--- src/rtl/alu_pkg.sv ---
// Shared ALU definitions: aluop encodings, execution FSM states and
// default datapath sizes. Also imported by the alucontrol decoder.
package alu_pkg;

    localparam int DEF_WIDTH = 32;
    localparam int DEF_SHW   = 5;

    localparam logic [3:0] ALU_AND = 4'd0;
    localparam logic [3:0] ALU_OR  = 4'd1;
    localparam logic [3:0] ALU_ADD = 4'd2;
    localparam logic [3:0] ALU_SLL = 4'd3;
    localparam logic [3:0] ALU_SRL = 4'd4;
    localparam logic [3:0] ALU_SUB = 4'd6;
    localparam logic [3:0] ALU_SLT = 4'd7;

    typedef enum logic [1:0] {
        IDLE  = 2'd0,
        SHIFT = 2'd1,
        DONE  = 2'd2
    } alu_state_t;

endpackage

--- src/rtl/alu_exec_if.sv ---
// Request/response bundle between operand fetch, the ALU and writeback.
// master = requester/consumer side, slave = alu_exec.
interface alu_exec_if
    import alu_pkg::*;
#(
    parameter int WIDTH = DEF_WIDTH,
    parameter int SHW   = DEF_SHW
);
    logic             in_valid;
    logic             in_ready;
    logic [3:0]       aluop;
    logic [WIDTH-1:0] a;
    logic [WIDTH-1:0] b;
    logic [SHW-1:0]   shamt;
    logic             out_valid;
    logic             out_ready;
    logic [WIDTH-1:0] result;
    logic             zero;

    modport master (
        output in_valid, aluop, a, b, shamt, out_ready,
        input  in_ready, out_valid, result, zero
    );

    modport slave (
        input  in_valid, aluop, a, b, shamt, out_ready,
        output in_ready, out_valid, result, zero
    );
endinterface

--- src/rtl/alu_comb.sv ---
// Single-cycle ALU operations. Shift and undefined opcodes yield zero;
// shifts are iterated by alu_exec instead.
module alu_comb
    import alu_pkg::*;
#(
    parameter int WIDTH = DEF_WIDTH
) (
    input  logic [3:0]       i_aluop,
    input  logic [WIDTH-1:0] i_a,
    input  logic [WIDTH-1:0] i_b,
    output logic [WIDTH-1:0] o_result
);

    logic w_lt;

    assign w_lt = ($signed(i_a) < $signed(i_b));

    // Opcode select for the logical/arithmetic group
    always_comb begin
        o_result = '0;
        case (i_aluop)
            ALU_AND: o_result = i_a & i_b;
            ALU_OR:  o_result = i_a | i_b;
            ALU_ADD: o_result = i_a + i_b;
            ALU_SUB: o_result = i_a - i_b;
            ALU_SLT: o_result = {{(WIDTH-1){1'b0}}, w_lt};
            default: o_result = '0;
        endcase
    end

endmodule

--- src/rtl/alu_exec.sv ---
// ALU execution stage: accepts one op, computes it (shifts iterate one
// bit per cycle), then holds a registered result/zero until drained.
module alu_exec
    import alu_pkg::*;
#(
    parameter int WIDTH = DEF_WIDTH,
    parameter int SHW   = DEF_SHW
) (
    input  logic       clk,
    input  logic       rst_n,
    alu_exec_if.slave  bus
);

    alu_state_t       r_state;
    alu_state_t       w_next;
    logic [WIDTH-1:0] r_result;
    logic             r_zero;
    logic [WIDTH-1:0] r_shreg;
    logic [SHW-1:0]   r_cnt;
    logic             r_left;

    logic             w_accept;
    logic             w_is_shift;
    logic             w_multi;
    logic [WIDTH-1:0] w_comb;
    logic [WIDTH-1:0] w_first;
    logic [WIDTH-1:0] w_shifted;

    alu_comb #(.WIDTH(WIDTH)) u_comb (
        .i_aluop  (bus.aluop),
        .i_a      (bus.a),
        .i_b      (bus.b),
        .o_result (w_comb)
    );

    assign w_accept   = bus.in_valid && (r_state == IDLE);
    assign w_is_shift = (bus.aluop == ALU_SLL) || (bus.aluop == ALU_SRL);
    assign w_multi    = w_is_shift && (bus.shamt != '0);
    // A zero-distance shift is just a pass-through of b.
    assign w_first    = w_is_shift ? bus.b : w_comb;
    assign w_shifted  = r_left ? (r_shreg << 1) : (r_shreg >> 1);

    assign bus.in_ready  = (r_state == IDLE);
    assign bus.out_valid = (r_state == DONE);
    assign bus.result    = r_result;
    assign bus.zero      = r_zero;

    // State register
    always_ff @(posedge clk or negedge rst_n) begin
        if (!rst_n) r_state <= IDLE;
        else        r_state <= w_next;
    end

    // Next-state logic
    always_comb begin
        w_next = r_state;
        unique case (r_state)
            IDLE:    if (w_accept) w_next = w_multi ? SHIFT : DONE;
            SHIFT:   if (r_cnt == SHW'(1)) w_next = DONE;
            DONE:    if (bus.out_ready) w_next = IDLE;
            default: w_next = IDLE;
        endcase
    end

    // Datapath: operand capture, shift iteration, result/zero registers
    always_ff @(posedge clk or negedge rst_n) begin
        if (!rst_n) begin
            r_result <= '0;
            r_zero   <= 1'b0;
            r_shreg  <= '0;
            r_cnt    <= '0;
            r_left   <= 1'b0;
        end else begin
            case (r_state)
                IDLE: begin
                    if (w_accept) begin
                        if (w_multi) begin
                            r_shreg <= bus.b;
                            r_cnt   <= bus.shamt;
                            r_left  <= (bus.aluop == ALU_SLL);
                        end else begin
                            r_result <= w_first;
                            r_zero   <= (w_first == '0);
                        end
                    end
                end
                SHIFT: begin
                    r_shreg <= w_shifted;
                    r_cnt   <= r_cnt - 1'b1;
                    if (r_cnt == SHW'(1)) begin
                        r_result <= w_shifted;
                        r_zero   <= (w_shifted == '0);
                    end
                end
                default: ;
            endcase
        end
    end

endmodule

--- src/flat_wrapper.sv ---
// flat-port wrapper written by rule: the top's interface ports become plain ports
module alu_exec_flat import alu_pkg::*;
#(
    parameter int WIDTH = DEF_WIDTH,
    parameter int SHW   = DEF_SHW
)
  (clk, rst_n, bus_in_valid, bus_aluop, bus_a, bus_b, bus_shamt, bus_out_ready, bus_in_ready, bus_out_valid, bus_result, bus_zero);
  alu_exec_if #(.WIDTH(WIDTH), .SHW(SHW)) bus_i ();
  input  logic clk;
  input  logic rst_n;
  input wire logic [$bits(bus_i.in_valid)-1:0] bus_in_valid;
  input wire logic [$bits(bus_i.aluop)-1:0] bus_aluop;
  input wire logic [$bits(bus_i.a)-1:0] bus_a;
  input wire logic [$bits(bus_i.b)-1:0] bus_b;
  input wire logic [$bits(bus_i.shamt)-1:0] bus_shamt;
  input wire logic [$bits(bus_i.out_ready)-1:0] bus_out_ready;
  output wire logic [$bits(bus_i.in_ready)-1:0] bus_in_ready;
  output wire logic [$bits(bus_i.out_valid)-1:0] bus_out_valid;
  output wire logic [$bits(bus_i.result)-1:0] bus_result;
  output wire logic [$bits(bus_i.zero)-1:0] bus_zero;
  assign bus_i.in_valid = bus_in_valid;
  assign bus_i.aluop = bus_aluop;
  assign bus_i.a = bus_a;
  assign bus_i.b = bus_b;
  assign bus_i.shamt = bus_shamt;
  assign bus_i.out_ready = bus_out_ready;
  assign bus_in_ready = bus_i.in_ready;
  assign bus_out_valid = bus_i.out_valid;
  assign bus_result = bus_i.result;
  assign bus_zero = bus_i.zero;
  alu_exec #(.WIDTH(WIDTH), .SHW(SHW)) u_core (.clk(clk), .rst_n(rst_n), .bus(bus_i));
endmodule
--- config.mk ---
export PLATFORM = sky130hd
export DESIGN_NAME = alu_exec_flat
export DESIGN_NICKNAME = d
export VERILOG_FILES = /design/src/rtl/alu_pkg.sv /design/src/rtl/alu_exec_if.sv /design/src/rtl/alu_comb.sv /design/src/rtl/alu_exec.sv /design/src/flat_wrapper.sv
export SDC_FILE = /design/constraint.sdc
export NUM_CORES = 1
export LEC_CHECK = 0
export ABC_AREA = 1
export ABC_CLOCK_PERIOD_IN_PS = 1800
export CAP_MARGIN = 20
export CORE_ASPECT_RATIO = 1.5
export CORE_MARGIN = 2
export CORE_UTILIZATION = 43
export CTS_CLUSTER_DIAMETER = 200
export CTS_CLUSTER_SIZE = 16
export DETAILED_ROUTE_END_ITERATION = 7
export HOLD_SLACK_MARGIN = 0.05
export PLACE_DENSITY = 0.66
export SLEW_MARGIN = 0
export SYNTH_ARGS = -nofsm -noshare
export SYNTH_HDL_FRONTEND = slang
export SYNTH_SLANG_ARGS = --single-unit
--- constraint.sdc ---
create_clock -name clk -period 1.8 [get_ports clk]
set_clock_uncertainty 0.05 [all_clocks]
set_input_delay 0.18 -clock clk [delete_from_list [all_inputs] [get_ports clk]]
set_output_delay 0.18 -clock clk [all_outputs]
set_load 0.1 [all_outputs]
Yosys cells after proc, flatten, opt, wreduce, memory -nomap -nowiden
Cells that the tools add are included.
- bits in registers: 73
- bits in latches: 0
- bits in writable memories: 0
- memory bits (read-only): 0
- input bits: 77
- output and inout port bits: 35
- word-level logic and storage cells: 61
- memories: 0
- $add $sub $neg: 3
- multiply operators: 0
- div/mod/pow operators: 0
- $lt $le $gt $ge: 1
- equal/unequal tests: 14
- shift operators: 0
- multiplexer cells: 22
- bitwise gates (word level): 2
- reduce and logical (&&, ||, !) cells: 13
- operators with widths (operator ; number):
    $mux W32 ; 7
    $pmux W32 S5 ; 1
    $pmux W32 S2 ; 2
    $logic_not A32 Y1 ; 2
    $add A32 B32 Y32 ; 1
    $and A32 B32 Y32 ; 1
    $lt A32 B32 Y1 ; 1
    $or A32 B32 Y32 ; 1
    $sub A32 B32 Y32 ; 1
    $eq A4 B3 Y1 const B ; 3
    $mux W5 ; 2
    $pmux W5 S2 ; 1
    $reduce_and A3 Y1 ; 3
    $eq A4 B2 Y1 const B ; 2
    $mux W2 ; 4
    $ne A2 B1 Y1 const B ; 3
    $pmux W2 S3 ; 1
    $eq A5 B1 Y1 const B ; 1
    $reduce_bool A5 Y1 ; 1
    $sub A5 B1 Y5 const B ; 1
    $eq A4 B1 Y1 const B ; 1
    $logic_not A4 Y1 ; 1
    $ne A2 B2 Y1 const B ; 2
    $reduce_and A4 Y1 ; 1
    other kinds (8) ; 11

Depth between registers and ports, before layout
Gate-level depths: netlist (run 1).
- depth in word-level cells: 7
- mapped depth: 22
- mapped depth without buffers: 21

By module
From an unflattened synthesis (run 1), not the netlist that was laid out.
- cell total of the unflattened synthesis: 1924
- area, all modules: 10757.8 µm²
- by module, submodules not included (module ; instances ; cells each ; area each (µm²) ; seq. area each (µm²)):
    alu_comb ; 1 ; 1274 ; 6281.0 ; 0.0
    alu_exec ; 1 ; 650 ; 4476.8 ; 1826.8

Worst setup path before layout (run 1)
Ideal clock, no wire load.
- path type: input port to flip-flop
- start: input bus_b[0]
- end: register u_core.r_zero, in the netlist u_core.bus.zero
- setup time: 0.077 ns
- arrival time: 2.026 ns
- required time: 1.673 ns
- slack: -0.353 ns
- stages: 20
- buffers on the path: 0
- path through: ha_1 -> inv_1 -> fa_1 -> inv_1 -> nand3_1 -> nand2_2 -> nand2_2 -> nand2_2 -> nand2_1 -> nand2_1 -> nand2_1 -> nand3_1 -> nand3_1 -> nor2_1 -> nand2_1 -> nor2_1 -> nand2_1 -> nor2_1 -> nand3_1 -> a21oi_1
- word-level cells in the longest chain between the ends: 7
- elaborated cells on any way between the ends: 11
- classes of those cells: add/sub: 2; order compare: 1; mux: 5; bitwise: 2; reduce/logical: 1
- RTL lines (element ; RTL line ; text):
    start: declaration ; flat_wrapper.sv:14 ; input wire logic [$bits(bus_i.b)-1:0] bus_b;
    $sub A32 B32 Y32, or another cell as far along ; alu_comb.sv:25 ; ALU_SUB: o_result = i_a - i_b;
    $pmux W32 S5 ; alu_comb.sv:21 ; case (i_aluop)
    $mux W32 * ; alu_exec.sv:40 ; assign w_first = w_is_shift ? bus.b : w_comb;
    $logic_not A32 Y1 * ; alu_exec.sv:83 ; r_zero <= (w_first == '0);
    $mux W1 * ; alu_exec.sv:77 ; if (w_multi) begin
    $mux W1 * ; alu_exec.sv:76 ; if (w_accept) begin
    $pmux W1 S2 * ; alu_exec.sv:74 ; case (r_state)
    end signal: assignment ; alu_exec.sv:83 ;
    end signal: assignment ; alu_exec.sv:92 ; r_zero <= (w_shifted == '0);
    end: declaration ; alu_exec.sv:17 ; logic r_zero;
Every way passes the cells marked *; elsewhere a longest branch is shown, timed or not. The select of a mux whose other input is x is not followed.
A chain may end at the register's enable or synchronous reset.

Worst setup path in the final report (run 1)
- start: input bus_b[9]
- end: register u_core.r_zero, in the netlist u_core.bus.zero
Same word-level chain as after synthesis.

==> results of run 1 <==
-- per-layer routing --
metal	wire, um	global-route usage, %	part of all wire, %	vias up
met1	20000	43.7	35	7433
met5	0	0	0	-
li1	-	-	-	7131
met3	4070	4.38	7.1	355
met2	28000	69.8	49	948
met4	5030	25.1	8.8	0
-- cell usage after synthesis (2+ instances only) --
master,count
clkbuf_1,10
dfrtp_1,73
inv_1,352
nand4_1,43
a21boi_0,19
o211ai_1,18
a21oi_2,4
inv_2,22
nor3_2,3
o21bai_1,5
nor2_2,30
or2_2,14
nor3_1,11
buf_2,27
nor4_1,4
a21oi_1,44
nand2_1,551
buf_4,13
nand3b_1,2
o21ai_0,53
nor2_1,133
o21a_1,11
nand2_2,19
clkinv_1,4
and2_1,2
o21ai_1,26
buf_6,15
fa_1,2
o221ai_1,26
nor2_4,6
ha_1,101
nand3_1,156
nand3_2,3
o22ai_1,26
o31ai_1,2
-- timing repair --
action	in CTS	in global routing
gates cloned	1	4
setup buffers	106	50
endpoints found under the setup margin	73	64
resized for setup	872	378
pin swaps	297	273
hold endpoints to repair	27	0
hold buffers	1	0
-- placed cells by master, fill, tap and decap left out, types with 6 or more instances in the layout --
| master | Yosys | layout |
|---|---|---|
| o21a_1 | 11 | 11 |
| dfrtp_1 | 73 | 73 |
| nand2_1 | 551 | 333 |
| ha_2 | 0 | 12 |
| a21oi_1 | 44 | 13 |
| inv_4 | 0 | 34 |
| ha_1 | 101 | 54 |
| inv_1 | 352 | 214 |
| clkbuf_2 | 0 | 6 |
| buf_8 | 0 | 20 |
| buf_12 | 0 | 19 |
| o21ai_1 | 26 | 31 |
| o22ai_1 | 26 | 26 |
| inv_2 | 22 | 118 |
| nand3_2 | 3 | 77 |
| a21oi_2 | 4 | 30 |
| o211ai_1 | 18 | 18 |
| nand4_1 | 43 | 43 |
| buf_2 | 27 | 20 |
| inv_6 | 0 | 6 |
| nand3_4 | 0 | 15 |
| or2_2 | 14 | 14 |
| clkbuf_16 | 0 | 13 |
| nor2_1 | 133 | 61 |
| ha_4 | 0 | 35 |
| buf_6 | 15 | 147 |
| a21boi_2 | 0 | 16 |
| nor2_2 | 30 | 41 |
| o21ai_2 | 1 | 7 |
| nand2_4 | 1 | 80 |
| nand2_2 | 19 | 156 |
| o21ai_0 | 53 | 42 |
| o221ai_1 | 26 | 22 |
| nor2_4 | 6 | 67 |
| nand3_1 | 156 | 68 |
| buf_4 | 13 | 469 |
-- power by group through the flow --
stage	clock (mW)	sequential [mW]	combinational, mW
after global placement	0	2.76	9.21
after detailed placement	0	2.80	9.32
after CTS	1.94	2.78	10.5
final	1.95	2.81	11.6
after floorplan	0	4.89	3.58
after global routing	2.03	2.88	12.2
-- logic make-up after synthesis --
family                   count (synthesis)  synth area share, %
AO/OA/AOI/OAI                          242                 14.1
AND/OR/NAND/NOR                        981                 39.7
adder cells (fa/ha/maj)                103                 12.1
flip-flops                              73                 16.9
buffers and inverters                  444                 17.2
-- stage by stage --
stage | std cells | hold WS (ns)
finish | 2824 | 0.164
global route | 2824 | 0.198
CTS | 2784 | 0.161
detailed placement | 2673 | 0.0714
global placement | 2673 | 0.0745
floorplan | 1843 | -0.166
-- worst min-delay path: cells and delay by family --
kind / cells / cell delay [ns]
AOI/OAI and AO/OA: 1 / 0.07
and+or+nand+nor: 1 / 0.08
buffers and inverters: 2 / 0.19
-- worst max-delay path by stage --
stage | slack (ns) | from | cells past startpoint | to
2_1_floorplan | -0.26 | bus_a[0] | 20 | u_core.bus.zero
3_3_place_gp | -1.51 | bus_a[9] | 21 | u_core.bus.zero
3_5_place_dp | -1.53 | bus_b[9] | 21 | u_core.bus.zero
4_1_cts | -0.42 | bus_b[7] | 21 | u_core.bus.zero
5_1_grt | -0.67 | bus_b[9] | 22 | u_core.bus.zero
6_report | -0.52 | bus_b[9] | 22 | u_core.bus.zero
-- final cells by class --
class / instances / area [sq um]
multi-input combinational: 1327 / 10000
timing repair buffer: 702 / 6280
fill: 1559 / 4470
sequential: 73 / 1830
inverter: 378 / 1570
tap: 328 / 410
clock buffer: 11 / 243
clock inverter: 5 / 78.8
-- sequential cells by signal (all words and copies together) (netlist names) --
signal	cells
u_core.bus.zero	1
u_core.r_state	2
u_core.r_cnt	5
u_core.bus.result	32
u_core.r_left	1
u_core.r_shreg	32
==> out/results.md, run 1 <==
| Step | Item | Reported |
| --- | --- | --- |
| setup path | Endpoint of the lowest-slack register-to-register path | u_core.bus.zero |
| logic synthesis | Number of standard cells after synthesis | 1843 |
| clock network | Insertion delay of the later-clocked pin in the worst-skew pair | 0.34 ns |
| drt | Number of nets still failing antenna checks after routing | 0 |
| power and ir drop | Power share of the sequential group | 17.2% |
| setup path | Critical Path End Type | flop |
| placement | Total half-perimeter wirelength after legalization and detailed placement | 40800 um |
| die | Standard-cell row count | 71 |
| placement | Area of placed instances | 15800 sq um |
| layout | Final Net Count | 2671 |
| die | Die Span X | 133 um |
| layout | Total non-filler cell area in the finished layout | 20400 sq um |
| drt | Pre-antenna DRT Iters | 6 |
| placement | RD Place Congestion | 1.04 |
| setup path | Required time at the worst-slack endpoint | 2.02 ns |
| clock network | Clock tree from TritonCTS | built |
| setup path | Cell type group with the largest total delay on the critical path | simple AND/OR/NAND/NOR gates |
| clock network | Inserted Clock Buffers | 9 |
| drt | Detailed router's first-iteration violation count | 1282 |
| worst hold path | Worst hold path type | in -> reg |
| logic synthesis | Synth Area per Inst | 5.86 sq um |
| power and ir drop | Logic pwr share | 70.9% |
| logic synthesis | Synth Register Bits | 73 |
| power and ir drop | Pwr Density | 802 nW/um^2 |
| clock network | Maximum number of buffers from clock root to sink | 2 |
| drt | Per-cell routed wire length | 20.2 um |
| timing | Count of final hold-check violations | 0 |
| setup path | Slowest cell on the critical path | ha_4 |
| global routing | Vias in the first global route | 15500 |
| drt | Post-route DRC | 0 |
| global routing | Global-route wire length before repair | 80000 um |
| setup path | Critical Path AT | 2.54 ns |
| setup path | Type of the worst setup path | in -> reg |
| logic synthesis | Summed instance area of the synthesized netlist | 10800 sq um |
| die | I/O pin count | 112 |
| timing | Unrepaired setup endpoints after global routing | true |
| global routing | Largest net degree at the start of global routing | 47 |
| logic synthesis | Proportion of synthesized flip-flops having asynchronous set or reset | 100% |
| layout | Layout cell share with drive strength beyond 1 | 57.9% |
| layout | Count of inserted antenna diode cells | 0 |
| timing | Summed negative setup slack over all endpoints | -8.12 ns |
| die | Effective utilization at floorplan | 43.4% |
| status | Failing checks | negative setup slack |
| setup path | CP max FO | 3 |
| logic synthesis | Unique cell type count in the Yosys netlist | 48 |
| drt | Routed Wire Length | 57100 um |
| clock network | Root Buffer Master | clkbuf_16 |
| power and ir drop | Leakage Power | 10.6 nW |
| timing | Worst slew margin relative to its limit | 53.0% |
| die | Area inside the core boundary | 24900 sq um |
| clock network | Register clock-pin slew on the reported worst setup and hold paths | 0.06 ns |
| logic synthesis | Area contributors post-synth | nand2_1 19%, dfrtp_1 17%, inv_1 12% |
| layout | Relative area change from synthesis to final layout | 88.8% |
| setup path | Element type at the critical path start | primary input |
| logic synthesis | EDFF count, synth | 0 |
| logic synthesis | Main synth FF type | dfrtp_1 |
| setup path | Register-to-register setup slack | -0.44 ns |
| power and ir drop | Worst voltage drop across the vdd grid | 0.00140 V |
| clock network | H-Tree Depth | 3 |
| setup path | Most numerous cell on the critical path | buf_6 |
| die | Y dimension of the die | 198 um |
| timing | Final-report setup violation count | 35 |
| die | Die outline area | 26400 sq um |
| job | Max Cap Viol | 0 |
| power and ir drop | Portion of total power attributed to the clock network | 11.9% |
| timing | Highest Clock Rate | 431 MHz |
| logic synthesis | Fraction of the yosys area taken by sequential cells | 16.9% |
| global routing | Grt total ovfl | 0 |
| placement | DP Worst Slack | -1.53 ns |
| power and ir drop | NetSw | 8.29 mW |
| setup path | Largest stage delay, worst path | 0.28 ns |
| logic synthesis | Number of warnings issued by yosys | 0 |
| drt | Vias after detailed routing | 15900 |
| setup path | Path depth of the worst reg2reg path | 8 |
| global routing | All-layer global routing usage | 39.0% |
| worst hold path | Count of cells along the worst hold path | 4 |
| worst hold path | Worst-case hold path end point | u_core.r_shreg[2] |
| power and ir drop | Switching power as a share of total power | 50.7% |
| timing | Final critical-path setup slack | -0.521 ns |
| clock network | Clock sinks | 73 |
| placement | Count of buffers inserted at the top-level ports | 111 |
| setup path | Buf/Inv on CP | 7 |
| layout | Post-layout util | 82.0% |
| timing | Actual slew at the worst max-slew pin | 0.698 ns |
| setup path | Worst path cell trace | buf_8, inv_6, ha_4, buf_6, buf_6, nor2_4, buf_6, nand2_4, nor2_4, nand2_2, buf_4, buf_4, nand4_1, nand3_1, nand4_1, nor2_2, nand2_2, nor2_1, nand2_1, nor2_2, nand3_2, a21oi_2 |
| timing | Number of pins with negative max-slew slack in the final report | 0 |
| status | Result of the run | finished, violations left |
| timing | Final period utilization | 129% |
| logic synthesis | Dominant cell type by area after synthesis | nand2_1 |
| power and ir drop | Internal Dissipation | 8.07 mW |
| global routing | Antenna violations before repair | 0 |
| drt | Vias per Instance | 5.62 |
| timing | Final min period | 2.32 ns |
| power and ir drop | Post-layout total power | 16.4 mW |
| logic synthesis | Portion of synthesized cell area occupied by the leading cell type | 19.1% |
| logic synthesis | Synth Net Count | 2023 |
| setup path | Source of the worst register-to-register timing path | u_core.r_left |
| worst hold path | Worst hold path startpoint | bus_b[2] |
Note: power is estimated with default switching activity, not from simulation.
==> run 2: changes to the inputs <==
- PLACE_DENSITY: 0.66 -> unset
- PLACE_DENSITY_LB_ADDON: unset -> 0.2
==> out/results.md, run 2 (synthesized netlist as in run 1, its figures left out) <==
| Step | Item | Reported | vs previous |
| --- | --- | --- | --- |
| layout | Leading cell types in the layout, fill and taps excluded | 501 x buf_4, 352 x nand2_1, 215 x inv_1 | was 469 x buf_4, 333 x nand2_1, 214 x inv_1 |
| setup path | Element type at the critical path start | flop | was primary input |
| die | Y dimension of the die | 198 um | unchanged |
| timing | Actual slew at the worst max-slew pin | 0.749 ns | was 0.698 ns |
| layout | Total non-filler cell area in the finished layout | 20600 sq um | was 20400 sq um |
| layout | Count of inserted antenna diode cells | 0 | unchanged |
| status | Result of the run | finished, violations left | unchanged |
| setup path | Slowest cell on the critical path | dfrtp_1 | was ha_4 |
| timing | Highest Clock Rate | 440 MHz | was 431 MHz |
| die | Effective utilization at floorplan | 43.4% | unchanged |
| job | Max Cap Viol | 0 | unchanged |
| layout | Most common library cell in the layout ignoring fill and taps | buf_4 | unchanged |
| clock network | Insertion delay of the later-clocked pin in the worst-skew pair | 0.36 ns | was 0.34 ns |
| setup path | Worst path cell trace | buf_12, o21ai_0, nand2_1, nor3_1, nand4_1, nor4_2, a41oi_2, a21oi_1 | was buf_8, inv_6, ha_4, buf_6, buf_6, nor2_4, buf_6, nand2_4, nor2_4, nand2_2, buf_4, buf_4, nand4_1, nand3_1, nand4_1, nor2_2, nand2_2, nor2_1, nand2_1, nor2_2, nand3_2, a21oi_2 |
| drt | Pre-antenna DRT Iters | 5 | was 6 |
| global routing | Largest net degree at the start of global routing | 40 | was 47 |
| drt | Vias per Instance | 5.60 | was 5.62 |
| worst hold path | Worst hold path type | in -> reg | unchanged |
| die | Die outline area | 26400 sq um | unchanged |
| timing | Number of pins with negative max-slew slack in the final report | 0 | unchanged |
| power and ir drop | Post-layout total power | 16.8 mW | was 16.4 mW |
| drt | Per-cell routed wire length | 21.2 um | was 20.2 um |
| drt | Routed Wire Length | 60000 um | was 57100 um |
| layout | Number of filler cells placed in the layout | 1582 | was 1559 |
| clock network | Register clock-pin slew on the reported worst setup and hold paths | 0.06 ns | about the same |
| timing | Count of final hold-check violations | 0 | unchanged |
| timing | Final min period | 2.27 ns | was 2.32 ns |
| clock network | Clock tree from TritonCTS | built | unchanged |
| global routing | Antenna violations before repair | 1 | was 0 |
| die | Area inside the core boundary | 24900 sq um | unchanged |
| global routing | Grt total ovfl | 0 | unchanged |
| clock network | Clock sinks | 73 | unchanged |
| setup path | Largest stage delay, worst path | 0.41 ns | was 0.28 ns |
| global routing | Global-route wire length before repair | 81900 um | was 80000 um |
| setup path | Type of the worst setup path | reg -> reg | was in -> reg |
| placement | Total half-perimeter wirelength after legalization and detailed placement | 42400 um | was 40800 um |
| layout | Multi-input gate area in the final layout | 10200 sq um | was 10000 sq um |
| setup path | Critical Path End Type | flop | unchanged |
| layout | Seq. cell area | 1830 sq um | unchanged |
| status | Failing checks | negative setup slack | unchanged |
| layout | Post-layout util | 83.0% | was 82.0% |
| setup path | Beginning of the critical path | u_core.r_left | was bus_b[9] |
| die | Die Span X | 133 um | unchanged |
| layout | Final Net Count | 2682 | was 2671 |
| power and ir drop | Leakage Power | 10.4 nW | was 10.6 nW |
| clock network | Root Buffer Master | clkbuf_16 | unchanged |
| global routing | All-layer global routing usage | 40.3% | was 39.0% |
| clock network | H-Tree Depth | 3 | unchanged |
| layout | Layout cell share with drive strength beyond 1 | 58.3% | was 57.9% |
| placement | Area of placed instances | 16100 sq um | was 15800 sq um |
| drt | Detailed router's first-iteration violation count | 1285 | was 1282 |
| worst hold path | Worst hold path startpoint | bus_b[7] | was bus_b[2] |
| layout | Relative area change from synthesis to final layout | 91.0% | was 88.8% |
| drt | Vias after detailed routing | 15900 | unchanged |
| setup path | Register-to-register setup slack | -0.47 ns | was -0.44 ns |
| power and ir drop | Pwr Density | 813 nW/um^2 | was 802 nW/um^2 |
| setup path | CP max FO | 23 | was 3 |
| drt | Number of nets still failing antenna checks after routing | 0 | unchanged |
| die | Standard-cell row count | 71 | unchanged |
| timing | Final period utilization | 126% | was 129% |
| power and ir drop | Worst voltage drop across the vdd grid | 0.00144 V | was 0.00140 V |
| timing | Worst slew margin relative to its limit | 49.7% | was 53.0% |
| setup path | Critical Path AT | 2.50 ns | was 2.54 ns |
| setup path | Cell type group with the largest total delay on the critical path | simple AND/OR/NAND/NOR gates | unchanged |
| clock network | Maximum number of buffers from clock root to sink | 2 | unchanged |
| setup path | Source of the worst register-to-register timing path | u_core.r_left | unchanged |
| setup path | Buf/Inv on CP | 1 | was 7 |
| placement | Count of buffers inserted at the top-level ports | 111 | unchanged |
| timing | Unrepaired setup endpoints after global routing | true | unchanged |
| clock network | Inserted Clock Buffers | 9 | unchanged |
| timing | Final critical-path setup slack | -0.473 ns | was -0.521 ns |
| placement | RD Place Congestion | 1.07 | was 1.04 |
| setup path | Required time at the worst-slack endpoint | 2.03 ns | was 2.02 ns |
| drt | Post-route DRC | 0 | unchanged |
| global routing | Vias in the first global route | 15300 | was 15500 |
| timing | Final-report setup violation count | 68 | was 35 |
| die | I/O pin count | 112 | unchanged |
==> run 2: per-layer routing <==
layer  wire length [um]  global-route usage [%]  vias up  part of all wire [%]
li1                   -                       -     7156                     -
met5                  0                       0        -                     0
met1              20300                    44.2     7470                    34
met2              29400                    73.8      906                    49
met4               5720                    24.7        0                   9.5
met3               4580                    4.53      335                   7.6
==> run 2: worst reg2reg max path: cells and delay by family (launching register included) <==
family,cells,cell delay (ns)
and+or+nand+nor,4,0.82
AOI/OAI and AO/OA,3,0.74
DFF,1,0.41
buffers and inverters,1,0.17
==> run 2: cell type report <==
class	count	area share [%]
clock inverters	3	0.194
multi-input cells	1326	49.6
clock buffers	13	1.21
well taps	328	1.99
flip-flops and latches	73	8.85
inverters	378	7.57
repair buffers	714	30.6
==> run 2: path summary, 6_finish.rpt <==
kind,to,cells past startpoint
hold / removal,u_core.r_shreg[7],4
max in group asynchronous,u_core.bus.result[22],3
setup reg to reg,u_core.bus.zero,8
setup / recovery,u_core.bus.zero,8
min in group asynchronous,u_core.bus.result[9],2
hold reg to reg,u_core.bus.result[27],2
==> run 2: what timing repair did <==
item / 4_1_cts / 5_1_grt
gates resized for setup: 941 / 296
setup endpoints to repair: 73 / 72
hold buffers: 1 / 0
cloned: 2 / 3
pin swaps: 312 / 233
endpoints found under the hold margin: 29 / 0
buffers inserted: 87 / 42
==> run 2: per-stage QoR <==
stage	hold slack (ns)	std cells	setup TNS, ns	worst slack (ns)
6_report	0.190	2835	-9.69	-0.473
3_3_place_gp	0.103	2704	-66.30	-1.67
4_1_cts	0.174	2802	-4.85	-0.327
5_1_grt	0.204	2835	-14.49	-0.595
3_5_place_dp	0.0973	2704	-68.99	-1.63
2_1_floorplan	-0.166	1843	-0.875	-0.260
==> run 2: where the power goes <==
part,internal (mW),leakage (nW),total [mW],switching (mW)
registers,2.37,0.911,2.88,0.515
clock network,1.11,0.144,1.84,0.736
logic,4.59,9.35,12.1,7.47
==> run 3: changes to the inputs <==
- ABC_CLOCK_PERIOD_IN_PS: 1800 -> 2400
- clock period: 1.8 -> 2.4 ns (I/O delays scaled with it)
==> out/results.md, run 3 (synthesized netlist as in run 1, its figures left out) <==
| Step | Item | Reported | vs previous |
| --- | --- | --- | --- |
| status | Result of the run | finished clean | was finished, violations left |
| layout | Final Net Count | 2539 | was 2682 |
| power and ir drop | Portion of total power attributed to the clock network | 14.8% | was 11.0% |
| die | Y dimension of the die | 198 um | unchanged |
| layout | Seq. cell area | 1830 sq um | unchanged |
| layout | Multi-input gate area in the final layout | 9020 sq um | was 10200 sq um |
| power and ir drop | Worst voltage drop across the vdd grid | 0.000860 V | was 0.00144 V |
| power and ir drop | Leakage Power | 9.25 nW | was 10.4 nW |
| power and ir drop | Switching power as a share of total power | 51.0% | was 51.9% |
| global routing | Grt total ovfl | 0 | unchanged |
| clock network | Insertion delay of the later-clocked pin in the worst-skew pair | 0.34 ns | was 0.36 ns |
| drt | Pre-antenna DRT Iters | 5 | unchanged |
| power and ir drop | Post-layout total power | 10.9 mW | was 16.8 mW |
| placement | RD Place Congestion | 0.983 | was 1.07 |
| layout | Leading cell types in the layout, fill and taps excluded | 454 x buf_4, 409 x nand2_1, 249 x inv_1 | was 501 x buf_4, 352 x nand2_1, 215 x inv_1 |
| drt | Vias per Instance | 5.27 | was 5.60 |
| drt | Post-route DRC | 0 | unchanged |
| global routing | Met2 global-route usage | 66.4% | was 73.8% |
| drt | Routed Wire Length | 48900 um | was 60000 um |
| setup path | Critical Path End Type | flop | unchanged |
| global routing | All-layer global routing usage | 35.9% | was 40.3% |
| setup path | Register-to-register setup slack | 0.15 ns | was -0.47 ns |
| clock network | Inserted Clock Buffers | 9 | unchanged |
| drt | Vias after detailed routing | 14200 | was 15900 |
| power and ir drop | Pwr Density | 620 nW/um^2 | was 813 nW/um^2 |
| timing | Final period utilization | 97.7% |  |
| global routing | Global-route layer with the greatest usage | met2 | unchanged |
| placement | DP Worst Slack | -0.966 ns | was -1.63 ns |
| setup path | Source of the worst register-to-register timing path | u_core.r_state[0] | was u_core.r_left |
| global routing | Largest net degree at the start of global routing | 74 | was 40 |
| setup path | End of the critical path | u_core.bus.zero | unchanged |
| global routing | Global-route wire length before repair | 73100 um | was 81900 um |
| timing | Number of pins with negative max-slew slack in the final report | 0 | unchanged |
| power and ir drop | NetSw | 5.58 mW | was 8.72 mW |
| worst hold path | Worst hold path type | in -> reg | unchanged |
| setup path | Beginning of the critical path | bus_b[1] | was u_core.r_left |
| global routing | Global Route met3 Usage | 2.00% | was 4.53% |
| setup path | Type of the worst setup path | in -> reg | was reg -> reg |
| placement | Count of buffers inserted at the top-level ports | 111 | unchanged |
| setup path | Most numerous cell on the critical path | nand2_4 |  |
| setup path | Required time at the worst-slack endpoint | 2.61 ns | was 2.03 ns |
| setup path | Endpoint of the lowest-slack register-to-register path | u_core.bus.zero | unchanged |
| die | Die outline area | 26400 sq um | unchanged |
| drt | Per-cell routed wire length | 18.2 um | was 21.2 um |
| timing | Actual slew at the worst max-slew pin | 0.769 ns | was 0.749 ns |
| setup path | Path depth of the worst reg2reg path | 15 | was 8 |
| die | Die Span X | 133 um | unchanged |
| timing | Count of final hold-check violations | 0 | unchanged |
| drt | Detailed router's first-iteration violation count | 840 | was 1285 |
| timing | Final critical-path setup slack | 0.0543 ns | was -0.473 ns |
| clock network | Clock tree from TritonCTS | built | unchanged |
| setup path | Element type at the critical path start | primary input | was flop |
| die | Area inside the core boundary | 24900 sq um | unchanged |
| timing | Worst slew margin relative to its limit | 48.2% | was 49.7% |
| timing | Final min period | 2.35 ns |  |
| clock network | Register clock-pin slew on the reported worst setup and hold paths | 0.06 ns | about the same |
| die | Standard-cell row count | 71 | unchanged |
| setup path | CP max FO | 4 | was 23 |
| placement | Total half-perimeter wirelength after legalization and detailed placement | 39500 um | was 42400 um |
| clock network | Maximum number of buffers from clock root to sink | 2 | unchanged |
| drt | Number of nets still failing antenna checks after routing | 0 | unchanged |
| die | I/O pin count | 112 | unchanged |
| clock network | H-Tree Depth | 3 | unchanged |
| setup path | Slowest cell on the critical path | fa_2 | was dfrtp_1 |
| setup path | Largest stage delay, worst path | 0.41 ns | about the same |
| clock network | Root Buffer Master | clkbuf_16 | unchanged |
| power and ir drop | Power share of the sequential group | 19.3% | was 17.2% |
| global routing | Vias in the first global route | 14000 | was 15300 |
| job | Max Cap Viol | 0 | unchanged |
| layout | Relative area change from synthesis to final layout | 63.2% | was 91.0% |
| die | Effective utilization at floorplan | 43.4% | unchanged |
| timing | Highest Clock Rate | 426 MHz |  |
| layout | Most common library cell in the layout ignoring fill and taps | buf_4 | unchanged |
| clock network | Clock sinks | 73 | unchanged |
| setup path | Critical Path AT | 2.56 ns | was 2.50 ns |
| setup path | Worst path cell trace | buf_4, inv_4, buf_4, fa_2, inv_4, nand3_4, nand2_4, nand2_4, nand2_4, nand2_2, nand3_2, nand4_1, nor2_2, nand3_2, nor2_4, nand2_2, nor2_1, nand3_1, a21oi_2 | was buf_12, o21ai_0, nand2_1, nor3_1, nand4_1, nor4_2, a41oi_2, a21oi_1 |
| global routing | Antenna violations before repair | 0 | was 1 |
| layout | Number of filler cells placed in the layout | 2205 | was 1582 |
| layout | Layout cell share with drive strength beyond 1 | 47.0% | was 58.3% |
| layout | Count of inserted antenna diode cells | 0 | unchanged |
| global routing | Met1 routing resource usage after global routing | 42.3% | was 44.2% |
| power and ir drop | Logic pwr share | 65.9% | was 71.8% |
| timing | Final-report setup violation count | 0 | was 68 |
| power and ir drop | Internal Dissipation | 5.36 mW | was 8.07 mW |
## run 3: per-stage QoR
step	TNS (ns)	cells	hold slack [ns]	utilization [%]	instance area (sq um)
2_1_floorplan	0	1843	-0.106	-	10800
3_3_place_gp	-27.97	2619	0.229	60.1	15000
3_5_place_dp	-28.41	2619	0.225	60.1	15000
4_1_cts	-0.161	2662	0.412	67.0	16700
5_1_grt	-0.0125	2692	0.284	70.9	17600
6_report	0	2692	0.279	70.9	17600
## run 3: how the worst min path moves through the flow
stage	slack, ns	from	depth (start not counted)	endpoint
global placement	0.23	rst_n	2	u_core.bus.result[7]
detailed placement	0.22	rst_n	2	u_core.bus.result[5]
floorplan	-0.11	rst_n	0	u_core.bus.result[0]
CTS	0.41	rst_n	3	u_core.bus.result[8]
finish	0.28	bus_b[23]	4	u_core.r_shreg[23]
global route	0.28	bus_b[23]	4	u_core.r_shreg[23]
## run 3: area by class of cell
| type | instances | area share, % |
|---|---|---|
| Tap cell | 328 | 2.33 |
| Timing Repair Buffer | 571 | 26.0 |
| Sequential cell | 73 | 10.4 |
| Multi-Input combinational cell | 1326 | 51.1 |
| Inverter | 378 | 8.13 |
| Clock buffer | 12 | 1.51 |
| Clock inverter | 4 | 0.553 |
## run 3: what timing repair did
action | in CTS | in global routing
hold buffers | 1 | 0
setup buffers | 28 | 32
endpoints found under the setup margin | 29 | 39
endpoints found under the hold margin | 73 | 0
pin swaps | 94 | 176
resized for setup | 398 | 397
## run 3: layer usage
layer	up-vias	routed length [um]
met2	513	24900
li1	6837	-
met5	-	0
met3	140	2590
met1	6687	18900
met4	0	2510
## run 3: critical path: cells and delay by family
family	cells	cell delay, ns
AND/OR/NAND/NOR	13	1.40
buffers and inverters	4	0.37
AO/OA/AOI/OAI	1	0.14
adder cells (fa/ha/maj)	1	0.41
## run 3: power by group through the flow
stage / logic, mW / registers (mW) / clock network [mW]
6_report: 7.21 / 2.11 / 1.62
5_1_grt: 7.64 / 2.17 / 1.68
4_1_cts: 6.81 / 2.10 / 1.62
3_5_place_dp: 6.39 / 2.11 / 0
3_3_place_gp: 6.33 / 2.10 / 0
2_1_floorplan: 2.56 / 3.67 / 0
